`config.mk`:
```
export PLATFORM = sky130hd
export DESIGN_NAME = tl_burst_arbiter
export DESIGN_NICKNAME = d
export VERILOG_FILES = /design/src/rtl/tl_xbar_pkg.sv /design/src/rtl/tl_skid_buffer.sv /design/src/rtl/tl_burst_arbiter.sv
export SDC_FILE = /design/constraint.sdc
export NUM_CORES = 1
export LEC_CHECK = 0
export BUFFER_PORTS_ARGS = -buffer_cell sky130_fd_sc_hd__buf_2
export CORE_ASPECT_RATIO = 1.4
export CORE_MARGIN = 1
export CORE_UTILIZATION = 47
export CTS_BUF_LIST = sky130_fd_sc_hd__clkbuf_4
export DETAILED_ROUTE_END_ITERATION = 10
export PLACE_DENSITY_LB_ADDON = 0.1
export SETUP_SLACK_MARGIN = 0.4
export SYNTH_ARGS = -nofsm -noshare
export SYNTH_HDL_FRONTEND = slang
export SYNTH_SLANG_ARGS = --single-unit
```
`constraint.sdc`:
```
create_clock -name clk -period 5.9 [get_ports clk]
set_input_delay 1.18 -clock clk [delete_from_list [all_inputs] [get_ports clk]]
set_output_delay 1.18 -clock clk [all_outputs]
set_load 0.01 [all_outputs]
```
`src/rtl/tl_xbar_pkg.sv`:
```
// Types and constants shared by the crossbar arbitration blocks.
package tl_xbar_pkg;

  typedef enum logic {
    ARB_IDLE   = 1'b0,
    ARB_LOCKED = 1'b1
  } arb_state_e;

  localparam logic MODE_RR    = 1'b0;
  localparam logic MODE_FIXED = 1'b1;

  function automatic int unsigned idx_width(input int unsigned n);
    return (n > 1) ? $clog2(n) : 1;
  endfunction

endpackage

```
`src/rtl/tl_skid_buffer.sv`:
```
// Two-entry skid buffer: registered outputs, full throughput, in_ready_o from state only.
module tl_skid_buffer #(
  parameter int unsigned WIDTH = 8
) (
  input  logic             clk,
  input  logic             rst_n,
  input  logic             in_valid_i,
  output logic             in_ready_o,
  input  logic [WIDTH-1:0] in_data_i,
  output logic             out_valid_o,
  input  logic             out_ready_i,
  output logic [WIDTH-1:0] out_data_o
);

  logic             r_main_valid;
  logic             r_skid_valid;
  logic [WIDTH-1:0] r_main_data;
  logic [WIDTH-1:0] r_skid_data;
  logic             w_load_main;

  assign w_load_main = !r_main_valid || out_ready_i;

  always_ff @(posedge clk or negedge rst_n) begin
    if (!rst_n) begin
      r_main_valid <= 1'b0;
      r_skid_valid <= 1'b0;
      r_main_data  <= '0;
      r_skid_data  <= '0;
    end else if (w_load_main) begin
      if (r_skid_valid) begin
        r_main_valid <= 1'b1;
        r_main_data  <= r_skid_data;
        r_skid_valid <= 1'b0;
      end else begin
        r_main_valid <= in_valid_i;
        if (in_valid_i) begin
          r_main_data <= in_data_i;
        end
      end
    end else if (in_valid_i && !r_skid_valid) begin
      // Output stalled: park the accepted beat so upstream never sees ready drop late.
      r_skid_valid <= 1'b1;
      r_skid_data  <= in_data_i;
    end
  end

  assign in_ready_o  = !r_skid_valid;
  assign out_valid_o = r_main_valid;
  assign out_data_o  = r_main_data;

endmodule

```
`src/rtl/tl_burst_arbiter.sv`:
```
// N-channel burst arbiter: round-robin or fixed priority, grant held for multi-beat bursts,
// optional registered output stage.
module tl_burst_arbiter
  import tl_xbar_pkg::*;
#(
  parameter int unsigned N       = 4,
  parameter int unsigned DATA_W  = 8,
  parameter int unsigned OUT_REG = 0,
  localparam int unsigned IDX_W  = idx_width(N)
) (
  input  logic                clk,
  input  logic                rst_n,
  input  logic [N-1:0]        valid_i,
  output logic [N-1:0]        ready_o,
  input  logic [N*DATA_W-1:0] data_i,
  input  logic [N-1:0]        last_i,
  input  logic                prio_mode_i,
  output logic                valid_o,
  input  logic                ready_i,
  output logic [DATA_W-1:0]   data_o,
  output logic                last_o,
  output logic [IDX_W-1:0]    id_o,
  output logic                locked_o
);

  localparam int unsigned PW = DATA_W + IDX_W + 1;

  arb_state_e        r_state;
  arb_state_e        w_state_next;
  logic [IDX_W-1:0]  r_rr_ptr;
  logic [IDX_W-1:0]  w_rr_next;
  logic [IDX_W-1:0]  r_lock_idx;
  logic [IDX_W-1:0]  w_lock_next;
  logic [IDX_W-1:0]  w_gnt_idx;
  logic [IDX_W-1:0]  w_cand;
  logic              w_gnt_valid;
  logic              w_gnt_last;
  logic              w_dn_ready;
  logic              w_xfer;
  logic [DATA_W-1:0] w_data_arr [N];
  logic [DATA_W-1:0] w_gnt_data;
  logic [N-1:0]      w_ready;
  logic              w_out_valid;
  logic [PW-1:0]     w_in_payload;
  logic [PW-1:0]     w_out_payload;

  for (genvar k = 0; k < N; k++) begin : g_unpack
    assign w_data_arr[k] = data_i[k*DATA_W +: DATA_W];
  end

  // Winner select: the locked channel only, otherwise a scan from rr_ptr (or from 0).
  always_comb begin
    w_gnt_valid = 1'b0;
    w_gnt_idx   = '0;
    w_cand      = '0;
    if (r_state == ARB_LOCKED) begin
      w_gnt_idx   = r_lock_idx;
      w_gnt_valid = valid_i[r_lock_idx];
    end else begin
      for (int unsigned i = 0; i < N; i++) begin
        if (prio_mode_i == MODE_FIXED) begin
          w_cand = IDX_W'(i);
        end else begin
          w_cand = IDX_W'((32'(r_rr_ptr) + i) % N);
        end
        if (!w_gnt_valid && valid_i[w_cand]) begin
          w_gnt_valid = 1'b1;
          w_gnt_idx   = w_cand;
        end
      end
    end
  end

  assign w_gnt_last = last_i[w_gnt_idx];
  assign w_gnt_data = w_data_arr[w_gnt_idx];
  assign w_xfer     = w_gnt_valid && w_dn_ready;

  always_comb begin
    w_state_next = r_state;
    w_lock_next  = r_lock_idx;
    w_rr_next    = r_rr_ptr;
    if (w_xfer) begin
      if (w_gnt_last) begin
        w_state_next = ARB_IDLE;
        w_rr_next    = (w_gnt_idx == IDX_W'(N - 1)) ? '0 : w_gnt_idx + 1'b1;
      end else begin
        w_state_next = ARB_LOCKED;
        w_lock_next  = w_gnt_idx;
      end
    end
  end

  always_ff @(posedge clk or negedge rst_n) begin
    if (!rst_n) begin
      r_state    <= ARB_IDLE;
      r_rr_ptr   <= '0;
      r_lock_idx <= '0;
    end else begin
      r_state    <= w_state_next;
      r_rr_ptr   <= w_rr_next;
      r_lock_idx <= w_lock_next;
    end
  end

  always_comb begin
    w_ready            = '0;
    w_ready[w_gnt_idx] = w_xfer;
  end

  assign w_in_payload = {w_gnt_last, w_gnt_idx, w_gnt_data};

  if (OUT_REG != 0) begin : g_out_reg
    tl_skid_buffer #(
      .WIDTH (PW)
    ) u_skid (
      .clk         (clk),
      .rst_n       (rst_n),
      .in_valid_i  (w_gnt_valid),
      .in_ready_o  (w_dn_ready),
      .in_data_i   (w_in_payload),
      .out_valid_o (w_out_valid),
      .out_ready_i (ready_i),
      .out_data_o  (w_out_payload)
    );
  end else begin : g_out_comb
    assign w_dn_ready    = ready_i;
    assign w_out_valid   = w_gnt_valid;
    assign w_out_payload = w_in_payload;
  end

  // Combinational paths are masked so every output reads zero while reset is held.
  assign ready_o                = rst_n ? w_ready : '0;
  assign valid_o                = rst_n && w_out_valid;
  assign {last_o, id_o, data_o} = rst_n ? w_out_payload : '0;
  assign locked_o               = rst_n && (r_state == ARB_LOCKED);

endmodule

```
# Word-level counts from Yosys, hierarchy flattened
# Index checks and enable logic that the tools add are counted.
# totals
reg_bits	5
inputBits	44
output_inout_bits	17
ram_bits	0
latchBits	0
mem_bits_ro	0
n_memories	0
# classes
n_lt_le_gt_ge	8
reduce_logical	12
bitwise_logic	3
addsub	4
eq_ne	1
n_mul	0
n_shift	0
mux	42
div	0
# ops
cell	count
$mux 2	14
$lt 2x3->1 const B	6
$bmux 8 s2	1
$mux 1	16
$mux 8	2
$bmux 1 s2	6
$mux 11	1
$logic_and 1x1->1	7
$add 2x1->2 const B	2
$add 2x2->2 const B	2
$and 4x4->4	1
$mux 4	1
$reduce_and 2->1	2
$ge 3x3->1 const B	1
$logic_not 1->1	3
$not 2->3	1
$demux 1 s2	1
$eq 2x2->1 const B	1
$ge 2x1->1 const B	1
$not 1->1	1

# Longest topological paths before layout
# depth
depth_word	24
ltp_mapped	10
depth_no_buf	7

# Worst setup path after synthesis
# Ideal clock, no wire load.
# synth_timing
kind	in2out
startpoint	input valid_i[3]
endpoint	output data_o[5]
t_required_ns	4.720
path_stages	8
path_buffers	2
setup_slack_ns	1.434
t_arrival_ns	3.286
cell_sequence	clkbuf_1 > nor2b_1 > o21ai_0 > a2111oi_4 > o41ai_4 > buf_6 > mux4_2 > and2_1
# synth_between
elab_chain_len	21
elab_cells_between_ends	30
cone_classes	23 x mux; 1 x bitwise; 6 x reduce/logical
# synth_lines
element	line_no	source
from (decl)	tl_burst_arbiter.sv:13	input logic [N-1:0] valid_i,
$bmux 1 s2	tl_burst_arbiter.sv:66	if (!w_gnt_valid && valid_i[w_cand]) begin
$mux 1 (not written as such)	tl_burst_arbiter.sv:66	
$mux 1	tl_burst_arbiter.sv:66	
$mux 1	tl_burst_arbiter.sv:56	if (r_state == ARB_LOCKED) begin
$logic_not 1->1	tl_burst_arbiter.sv:66	
$logic_and 1x1->1	tl_burst_arbiter.sv:66	
$mux 1	tl_burst_arbiter.sv:66	
$mux 1	tl_burst_arbiter.sv:56	
[4 not listed]	n/a	
$logic_not 1->1	tl_burst_arbiter.sv:66	
$logic_and 1x1->1	tl_burst_arbiter.sv:66	
$mux 2 (*)	tl_burst_arbiter.sv:66	
$mux 2 (*)	tl_burst_arbiter.sv:56	
$not 2->3 (not written as such) (*)	tl_burst_arbiter.sv:75	assign w_gnt_data = w_data_arr[w_gnt_idx];
$bmux 8 s2 (*)	tl_burst_arbiter.sv:75	
$mux 8 (not written as such) (*) (2 in series)	tl_burst_arbiter.sv:75	
$mux 11 (*)	tl_burst_arbiter.sv:134	assign {last_o, id_o, data_o} = rst_n ? w_out_payload : '0;
to (decl)	tl_burst_arbiter.sv:20	output logic [DATA_W-1:0] data_o,
# Mark *: on every way between the ends. The rest lies on a longest branch, timed or not. The select of a mux whose other input is x is not followed.

# Final worst setup path
# layout_timing
startpoint	input prio_mode_i
endpoint	output data_o[1]
# layout_between
elab_chain_len	23
elab_cells_between_ends	38
cone_classes	31 x mux; 1 x bitwise; 6 x reduce/logical
# layout_lines
element	line_no	source
from (decl)	tl_burst_arbiter.sv:17	input logic prio_mode_i,
$mux 2	tl_burst_arbiter.sv:61	if (prio_mode_i == MODE_FIXED) begin
$mux 2	tl_burst_arbiter.sv:56	
$bmux 1 s2	tl_burst_arbiter.sv:66	
$mux 1 (not written as such)	tl_burst_arbiter.sv:66	
$mux 1	tl_burst_arbiter.sv:66	
$mux 1	tl_burst_arbiter.sv:56	
$logic_not 1->1	tl_burst_arbiter.sv:66	
$logic_and 1x1->1	tl_burst_arbiter.sv:66	
[6 not listed]	n/a	
$logic_not 1->1	tl_burst_arbiter.sv:66	
$logic_and 1x1->1	tl_burst_arbiter.sv:66	
$mux 2 (*)	tl_burst_arbiter.sv:66	
$mux 2 (*)	tl_burst_arbiter.sv:56	
$not 2->3 (not written as such) (*)	tl_burst_arbiter.sv:75	
$bmux 8 s2 (*)	tl_burst_arbiter.sv:75	
$mux 8 (not written as such) (*) (2 in series)	tl_burst_arbiter.sv:75	
$mux 11 (*)	tl_burst_arbiter.sv:134	
# Marks and branches as above.

==> qor.csv <==
metric,value,unit
max_slew headroom,68.3,%
worst slew pin tran,0.471,ns
Yosys reg bits,5,
pre-CTS WS,1.34,ns
Via density,5.94,
Yosys top cell by area,mux4_1,
crit path max-delay cell type,mux4_1,
post-route ant nets,0,
post-synth top area share,16.4,%
GRT Overall Usage,24.7,%
fmax,0.219,GHz
vias in the first global route,1045,
sum of negative setup slack,0,ns
clock buffer depth,2,
first-pass GRT wire length,4020,µm
peak supply drop,0.281,mV
"CP delay by family, top",simple AND/OR/NAND/NOR gates,
"Critical Path, Cell by Cell",buf_2 > nor4b_1 > nor4_1 > o41ai_4 > buf_4 > mux4_1 > and2_1 > buf_2,
prevailing post-synth register cell,dfrtp_1,
Hold Path Cell Cnt,2,
"Distinct cells, synth",41,
placed cell areas,1250,µm²
"Min Clock Period, post-route",4.56,ns
DR WL/cell,14.0,µm
Power Dens Cells,411,nW/µm²
Worst Path Max Fanout,18,
Antenna Cells,0,
cell with the most instances after synthesis,and2_1,
Post-Synthesis Cells,103,
total wire length,2540,µm
Die Height,55.5,µm
Syn Nets,148,
max cap viols,0,
hold_ws,0.594,ns
Worst Path Required,4.72,ns
PostCTS Resize Cnt,0,
fill cell count,170,
"Warnings, synthesis",0,
ys async rst share,100,%
final clock skew,0.00328,ns
Critical Path Source Type,input port,
Root Buffer,clkbuf_4,
Vias,1075,
Critical Path Most Common Cell,buf_2,
RSZ-0062 raised after global routing,false,
Initial Util,49.3,%
worst path bufs/invs,3,
final design area excluding fillers,1280,µm²
DR iter-0 viols,25,
num rows,19,
post-synthesis sequential area ratio,13.0,%
"Hold Vio Cnt, Final",0,
Synth area leaders,"mux4_1 (16%), dfrtp_1 (13%), mux4_2 (7.0%)",
"top cells by count, synth","and2_1 (10), nor2_1 (8), inv_1 (7)",
area of the core,1950,µm²
crit share post-route,77.2,%
cts hold-fix bufs,0,
number of buffers added for setup after CTS,0,
DP Wirelength,2080,µm
"Avg Cell Area, Syn",9.33,µm²
FF-to-FF path depth,7,
number of cells on the critical path,8,
largest net degree at the start of global routing,19,
layout cells sized above 1,47.5,%
I/O pins,61,
post-synthesis cell area,961,µm²
CP endpoint kind,primary output,
RePlAce Congestion,0.766,
drt drc,0,
HP Class,reg -> reg,
clock sinks,5,
I/O Buffers,60,
run status,"finished, final reports clean",
Post-synth EDFFs,0,
H-tree levels,1,
Worst path max stage delay,0.57,ns
LEAKAGE,0.635,nW
P&R area growth vs syn,32.8,%
initial antenna violation count,0,
Final WS setup,1.34,ns
Die ar.,2230,µm²
Reg area,125,µm²
CTS tree,built,
area of the multi-input gates,761,µm²
Die Wd,40.2,µm
Clock Latency Late Sink,0.24,ns
Num CTS Buffers,3,
clock-pin slew on the worst setup and hold paths,0.04,ns
Final setup viols,0,
Nets,206,
iteration count of the initial detailed-routing pass,4,
Arrival @ worst endpoint,3.38,ns
max-slew violations,0,
WS Path Type,in -> out,
GRT overflow,0,
## final cells by class
type                    count  share of cell area (%)
clock buffers               4                    2.35
inverters                   7                    2.06
multi-input cells          83                    59.6
flip-flops and latches      5                    9.80
well taps                  21                    2.06
repair buffers             61                    24.1
## worst reg2reg max path: stages (launching register included)
cell,delay (ns)
dfrtp_1,0.48
xnor2_1,0.20
or2_2,0.29
a32o_1,0.24
or2_2,0.44
mux2i_1,0.24
a211oi_1,0.35
mux2_2,0.37
## routing by layer
layer | global-route usage (%) | vias to the layer above | routed length, µm
met5 | 0 | - | 0
met4 | 5.24 | 0 | 25
met3 | 4.42 | 4 | 140
met2 | 46.3 | 46 | 1400
met1 | 26.1 | 512 | 972
li1 | - | 513 | -
## where the power goes
group	switching, W	internal (W)
clock	0.0000136	0.0000301
sequential	0.0000297	0.0000513
combinational	0.000196	0.000205
## layout by cell type, fill, tap and decap left out, types with 2 or more instances in the layout
cell type,instances
buf_2,60
a32oi_1,2
a211oi_1,2
o21a_1,2
clkbuf_4,4
or2_2,3
a21oi_1,4
o21ai_0,4
nor2b_1,3
inv_1,7
dfrtp_1,5
mux2i_1,3
nand2b_1,3
nor3_1,5
and2_1,10
nand2_1,3
mux4_2,3
nor2_1,8
mux4_1,6
a31oi_1,2
## worst paths after layout
| check | startpoint | to | slack [ns] |
|---|---|---|---|
| max | prio_mode_i | data_o[1] | 1.34 |
| min | r_lock_idx[0]$_DFFE_PN0P_ | r_lock_idx[0]$_DFFE_PN0P_ | 0.59 |
| max reg2reg | r_rr_ptr[0]$_DFFE_PN0P_ | r_rr_ptr[1]$_DFFE_PN0P_ | 3.17 |
| min reg2reg | r_lock_idx[0]$_DFFE_PN0P_ | r_lock_idx[0]$_DFFE_PN0P_ | 0.59 |
| max in group asynchronous | rst_n | r_state$_DFFE_PN0N_ | 4.88 |
| min in group asynchronous | rst_n | r_lock_idx[1]$_DFFE_PN0P_ | 0.81 |
## cell families (layout without fill, tap and decap cells)
group                      after synthesis  in the layout  synth area share (%)
adders and majority gates                1              1                  1.30
buffers and inverters                   15             72                  7.81
AOI/OAI and AO/OA                       25             25                  22.5
DFF                                      5              5                  13.0
muxes                                   13             13                  27.7
xor gates and xnor gates                 1              1                 0.912
and+or+nand+nor                         43             43                  26.7
## state kept, by name, indices dropped and copies added, names as in the netlist
name,count
r_lock_idx,2
r_rr_ptr,2
r_state,1
## metrics by stage
step,util (%),cells,power (W)
2_1_floorplan,-,103,0.000396
6_report,65.5,181,0.000525
3_5_place_dp,63.9,177,0.000483
4_1_cts,65.5,181,0.000530
5_1_grt,65.5,181,0.000573
3_3_place_gp,63.9,177,0.000476
Power figures use the tool's default switching activity.
